File: config.mk
export PLATFORM = sky130hd
export DESIGN_NAME = fetch_controller
export DESIGN_NICKNAME = d
export VERILOG_FILES = /design/src/rtl/fetch_pkg.sv /design/src/rtl/timeout_counter.sv /design/src/rtl/fetch_controller.sv
export SDC_FILE = /design/constraint.sdc
export NUM_CORES = 1
export LEC_CHECK = 0
export BUFFER_PORTS_ARGS = -buffer_cell sky130_fd_sc_hd__buf_2
export CORE_AREA = 2 2 50 87
export CTS_BUF_LIST = sky130_fd_sc_hd__clkbuf_8
export CTS_CLUSTER_SIZE = 10
export DETAILED_ROUTE_END_ITERATION = 10
export DIE_AREA = 0 0 52 89
export PLACE_DENSITY_LB_ADDON = 0.25
export RECOVER_POWER = 50
export SETUP_SLACK_MARGIN = 0.5
export SYNTH_ARGS = -nofsm -noshare
export SYNTH_HDL_FRONTEND = slang
export SYNTH_SLANG_ARGS = --single-unit
export TNS_END_PERCENT = 5
File: constraint.sdc
create_clock -name CLK -period 5.2 [get_ports CLK]
set_input_delay 0.52 -clock CLK [delete_from_list [all_inputs] [get_ports CLK]]
set_output_delay 0.52 -clock CLK [all_outputs]
set_load 0.02 [all_outputs]
File: src/rtl/fetch_pkg.sv
// Shared definitions for the instruction fetch controller: state encoding and default timeout.
package fetch_pkg;

    localparam int unsigned TIMEOUT_DEFAULT = 16;

    typedef enum logic [2:0] {
        ST_IDLE,
        ST_FETCH,
        ST_WAIT_EXEC,
        ST_UPDATE,
        ST_HALTED
    } state_t;

endpackage

File: src/rtl/timeout_counter.sv
// Counts consecutive un-acknowledged fetch cycles; o_expired flags the TIMEOUT-th one.
module timeout_counter #(
    parameter int unsigned TIMEOUT = 16
) (
    input  logic i_clk,
    input  logic i_rst,
    input  logic i_clear,
    input  logic i_enable,
    output logic o_expired
);

    localparam int unsigned W = $clog2(TIMEOUT + 1);
    localparam logic [W-1:0] LAST = W'(TIMEOUT - 1);

    logic [W-1:0] r_count;

    always_ff @(posedge i_clk) begin
        if (i_rst || i_clear) begin
            r_count <= '0;
        end else if (i_enable) begin
            r_count <= r_count + W'(1);
        end
    end

    // Current cycle is already the TIMEOUT-th miss when LAST misses preceded it.
    assign o_expired = i_enable && (r_count == LAST);

endmodule

File: src/rtl/fetch_controller.sv
// Fetch/execute sequencing FSM: fetch with timeout, wait for datapath, update PC, count retirements.
module fetch_controller
    import fetch_pkg::*;
#(
    parameter int unsigned TIMEOUT = TIMEOUT_DEFAULT,
    parameter int unsigned CNT_W   = 32
) (
    input  logic             CLK,
    input  logic             RST,
    input  logic             run,
    input  logic             halt_req,
    input  logic             imem_ack,
    input  logic             exec_done,
    input  logic             branch_taken,
    output logic             imem_req,
    output logic             ir_load,
    output logic             instr_valid,
    output logic             pc_load,
    output logic             pc_src,
    output logic             halted,
    output logic             fault,
    output logic [CNT_W-1:0] retired
);

    state_t           r_state;
    logic             r_pc_src;
    logic             r_fault;
    logic [CNT_W-1:0] r_retired;

    logic w_in_fetch;
    logic w_tmo_clear;
    logic w_tmo_enable;
    logic w_expired;

    assign w_in_fetch   = (r_state == ST_FETCH);
    assign w_tmo_clear  = !w_in_fetch || imem_ack;
    assign w_tmo_enable = w_in_fetch && !imem_ack;

    timeout_counter #(
        .TIMEOUT(TIMEOUT)
    ) u_timeout (
        .i_clk    (CLK),
        .i_rst    (RST),
        .i_clear  (w_tmo_clear),
        .i_enable (w_tmo_enable),
        .o_expired(w_expired)
    );

    always_ff @(posedge CLK) begin
        if (RST) begin
            r_state   <= ST_IDLE;
            r_pc_src  <= 1'b0;
            r_fault   <= 1'b0;
            r_retired <= '0;
        end else begin
            case (r_state)
                ST_IDLE: begin
                    if (halt_req) begin
                        r_state <= ST_HALTED;
                    end else if (run) begin
                        r_state <= ST_FETCH;
                    end
                end
                ST_FETCH: begin
                    // An ack in the expiry cycle still wins over the timeout.
                    if (imem_ack) begin
                        r_state <= ST_WAIT_EXEC;
                    end else if (w_expired) begin
                        r_fault <= 1'b1;
                        r_state <= ST_HALTED;
                    end
                end
                ST_WAIT_EXEC: begin
                    if (exec_done) begin
                        r_pc_src <= branch_taken;
                        r_state  <= ST_UPDATE;
                    end
                end
                ST_UPDATE: begin
                    r_retired <= r_retired + CNT_W'(1);
                    r_state   <= halt_req ? ST_HALTED : ST_FETCH;
                end
                ST_HALTED: begin
                    r_state <= ST_HALTED;
                end
                default: begin
                    r_state <= ST_IDLE;
                end
            endcase
        end
    end

    assign imem_req    = w_in_fetch;
    assign ir_load     = w_in_fetch && imem_ack;
    assign instr_valid = (r_state == ST_WAIT_EXEC);
    assign pc_load     = (r_state == ST_UPDATE);
    assign halted      = (r_state == ST_HALTED);
    assign pc_src      = r_pc_src;
    assign fault       = r_fault;
    assign retired     = r_retired;

endmodule

==> summary.md <==
| Metric | Value |
|---|---|
| Startpoint class of the critical path | `flip-flop` |
| WL final | `4160 microns` |
| Final Cell Area | `2235 sq um` |
| Final worst path period share | `39.27%` |
| Worst path required time | `4680 ps` |
| #FFs+latches synth | `42` |
| Drt wl/cell | `13.25 microns` |
| WHS Path Cells | `1` |
| Setup violations, final | `0` |
| Worst R2R Path Depth | `5` |
| Initial antenna violation count | `0` |
| Routed via count | `1689` |
| Clock Latency Late Sink | `300 ps` |
| First-pass GRT wire length | `6886 microns` |
| Post-synth EDFFs | `0` |
| Clock Path Buffers | `2` |
| Min Hold Slack | `453.6 ps` |
| Syn Nets | `230` |
| Setup TNS | `0 ps` |
| Post-synthesis sequential area ratio | `43.86%` |
| Worst reg2reg endpoint | `retired[31]$_SDFFE_PP0N_` |
| Post-synthesis async set-or-reset flop share | `0%` |
| YS warnings | `0` |
| Vias per cell | `5.379` |
| Adder-cell share of the synthesized area | `1.958%` |
| Cell Area, Synth | `1917 sq um` |
| Max Cap Viol | `0` |
| N_diodes | `0` |
| Gr usage total | `19.84%` |
| Clock-pin slew on the worst setup and hold paths | `80 ps` |
| Clock root cell | `clkbuf_8` |
| Die height | `89 microns` |
| HP Class | `flip-flop to flip-flop` |
| Number of port buffers | `45` |
| Residual antenna-violating net count after detailed routing | `0` |
| Post-route minimum period | `2042 ps` |
| Complex-gate fraction of the synthesized area | `3.003%` |
| Vias in the first global route | `1590` |
| Die width | `52 microns` |
| FF-to-FF Start | `retired[17]$_SDFFE_PP0N_` |
| Cell Pwr Density | `253.7 nW/um^2` |
| Synth Area in Simple Gates | `34.07%` |
| F_max | `489.7 MHz` |
| Peak supply drop | `0.2034 mV` |
| Largest net degree at the start of global routing | `39` |
| Post-synthesis cell count | `220` |
| Drc violations | `0` |
| Main combinational cell family by area after synthesis | `simple AND/OR/NAND/NOR gates` |
| # IOs | `46` |
| Avg Cell Area, Syn | `8.713 sq um` |
| P_leak | `0.8568 nW` |
| HP Start | `u_timeout.r_count[0]$_SDFFE_PP0P_` |
| Dpl cells | `306` |
| Crit. End Element | `output port` |
| Routability cong. | `0.7387` |
| Core area | `3866 sq um` |
| Critical path peak fanout | `11` |
| Arrival time at the worst endpoint | `1520 ps` |
| Post-Synth XOR/XNOR Area | `14.16%` |
| Cts bufs inserted | `5` |
| Worst Hold End | `u_timeout.r_count[0]$_SDFFE_PP0P_` |
| Iter 0 DRT Violations | `27` |
| Status | `completed` |
| Layout fillers | `374` |
| Ys flop type | `dfxtp_1` |
| Starting Density | `49.58%` |
| PostCTS Resize Cnt | `0` |
| Worst-Margin Slew | `704.4 ps` |
| Distinct cell type count after synthesis | `33` |
| Layout cells sized above 1 | `12.03%` |
| Die area | `4628 sq um` |
| Final hold vios | `0` |
| Dpl hpwl | `3014 microns` |
| RSZ-0062 raised after global routing | `no` |
| Postcts setup bufs | `0` |
| CTS H-tree depth | `2` |
| Slew Limit Fails | `0` |
| WS Path Type | `flip-flop to output port` |
| Rows | `30` |
| # hold bufs at CTS | `0` |
| Total gr overflow | `0` |
| Layout Skew | `8.253 ps` |
| CTS tree | `yes` |
| Worst R2R Setup Slack | `3330 ps` |
| Pre-antenna DRT Iters | `4` |
| Nets | `275` |
| Syn-to-layout area delta | `16.58%` |
| Rel. slew slack | `53.04%` |
| Dpl cell area | `2175 sq um` |
| Clk sinks | `42` |
| Post-synthesis mux area share | `0.5222%` |
| Post-Layout Cell Count | `314` |
==> sequential cells by signal, summed over array words and instances (netlist names) <==
name and flops:
r_state 3, pc_src 1, u_timeout.r_count 5, fault 1, retired 32
==> worst max-delay path by stage <==
stage / cells after the start / slack, ps / start / endpoint
5_1_grt: 3 / 3010 / r_state[1]$_SDFFE_PP0P_ / instr_valid
3_5_place_dp: 5 / 3360 / retired[11]$_SDFFE_PP0N_ / retired[31]$_SDFFE_PP0N_
4_1_cts: 3 / 3170 / r_state[1]$_SDFFE_PP0P_ / instr_valid
3_3_place_gp: 5 / 3380 / retired[11]$_SDFFE_PP0N_ / retired[31]$_SDFFE_PP0N_
6_report: 3 / 3160 / r_state[1]$_SDFFE_PP0P_ / instr_valid
2_1_floorplan: 5 / 3360 / retired[17]$_SDFFE_PP0N_ / retired[31]$_SDFFE_PP0N_
==> layout by cell type (no fill, tap or decap), drive strengths merged, types with 2 or more instances in the layout <==
cell / Yosys / routed
a21oi: 6 / 6
and2: 5 / 5
and3: 5 / 5
and4: 8 / 8
buf: 2 / 17
clkbuf: 5 / 34
dfxtp: 42 / 42
ha: 3 / 3
inv: 5 / 5
nand2: 14 / 14
nand2b: 2 / 2
nand3: 13 / 13
nand4: 10 / 10
nor2: 48 / 48
nor2b: 2 / 2
nor3: 7 / 7
nor4: 3 / 3
o21ai: 2 / 2
xnor2: 14 / 14
xor2: 17 / 17
==> critical path: stages (launching register included) <==
cell and delay (ps):
dfxtp_1 510, inv_1 90, nor3_1 380, buf_2 240
==> synth_stat cells (all sizes together), types with 2 or more instances <==
cell    number  area (sq um)
nor2        48         180.2
dfxtp       42         840.8
xor2        17         148.9
nand2       14         55.06
xnor2       14         122.6
nand3       13         65.06
nand4       10         90.08
and4         8         71.32
nor3         7         35.03
a21oi        6         30.03
and2         5         31.28
and3         5         31.28
clkbuf       5         18.77
inv          5         18.77
ha           3         37.54
nor4         3         33.78
buf          2         8.750
nand2b       2         12.51
nor2b        2         12.51
o21ai        2         10.01
==> routing by layer <==
layer / vias to the layer above / global-route usage [%] / part of all wire (%)
li1: 840 / - / -
met1: 799 / 20.65 / 40
met2: 44 / 36.48 / 53
met3: 6 / 4.348 / 4.4
met4: 0 / 9.569 / 1.9
met5: - / 0 / 0
==> through the flow <==
stage | utilization [%] | setup WS, ps | power [mW]
finish | 57.80 | 3158 | 0.5669
CTS | 58.71 | 3170 | 0.5730
global route | 57.80 | 3006 | 0.5917
global placement | 56.25 | 3384 | 0.3545
floorplan | - | 3359 | 0.3472
detailed placement | 56.25 | 3355 | 0.3545
==> power by group <==
group          total (mW)  leakage (nW)  switching, mW  internal (mW)
logic              0.0208         0.471         0.0130        0.00776
registers           0.326         0.339        0.00291          0.323
clock network       0.220        0.0472          0.113          0.107
total               0.567         0.857          0.129          0.438
==> area by class of cell <==
| type | instances | area [sq um] | area share [%] |
|---|---|---|---|
| multi-input combinational | 166 | 1030 | 46.08 |
| sequential | 42 | 840.8 | 37.63 |
| timing repair buffer | 45 | 190.2 | 8.511 |
| clock buffer | 6 | 82.58 | 3.695 |
| tap | 48 | 60.06 | 2.688 |
| inverter | 5 | 18.77 | 0.8399 |
| clock inverter | 2 | 12.51 | 0.5599 |
==> kinds of logic (layout without fill, tap and decap cells) <==
kind of cell	count (synthesis)	after routing
AND/OR/NAND/NOR	121	121
AO/OA/AOI/OAI	10	10
multiplexers	1	1
buffers and inverters	12	58
XOR/XNOR	31	31
adder cells (fa/ha/maj)	3	3
flip-flops	42	42
No activity file was read; power rests on OpenSTA's default activity.
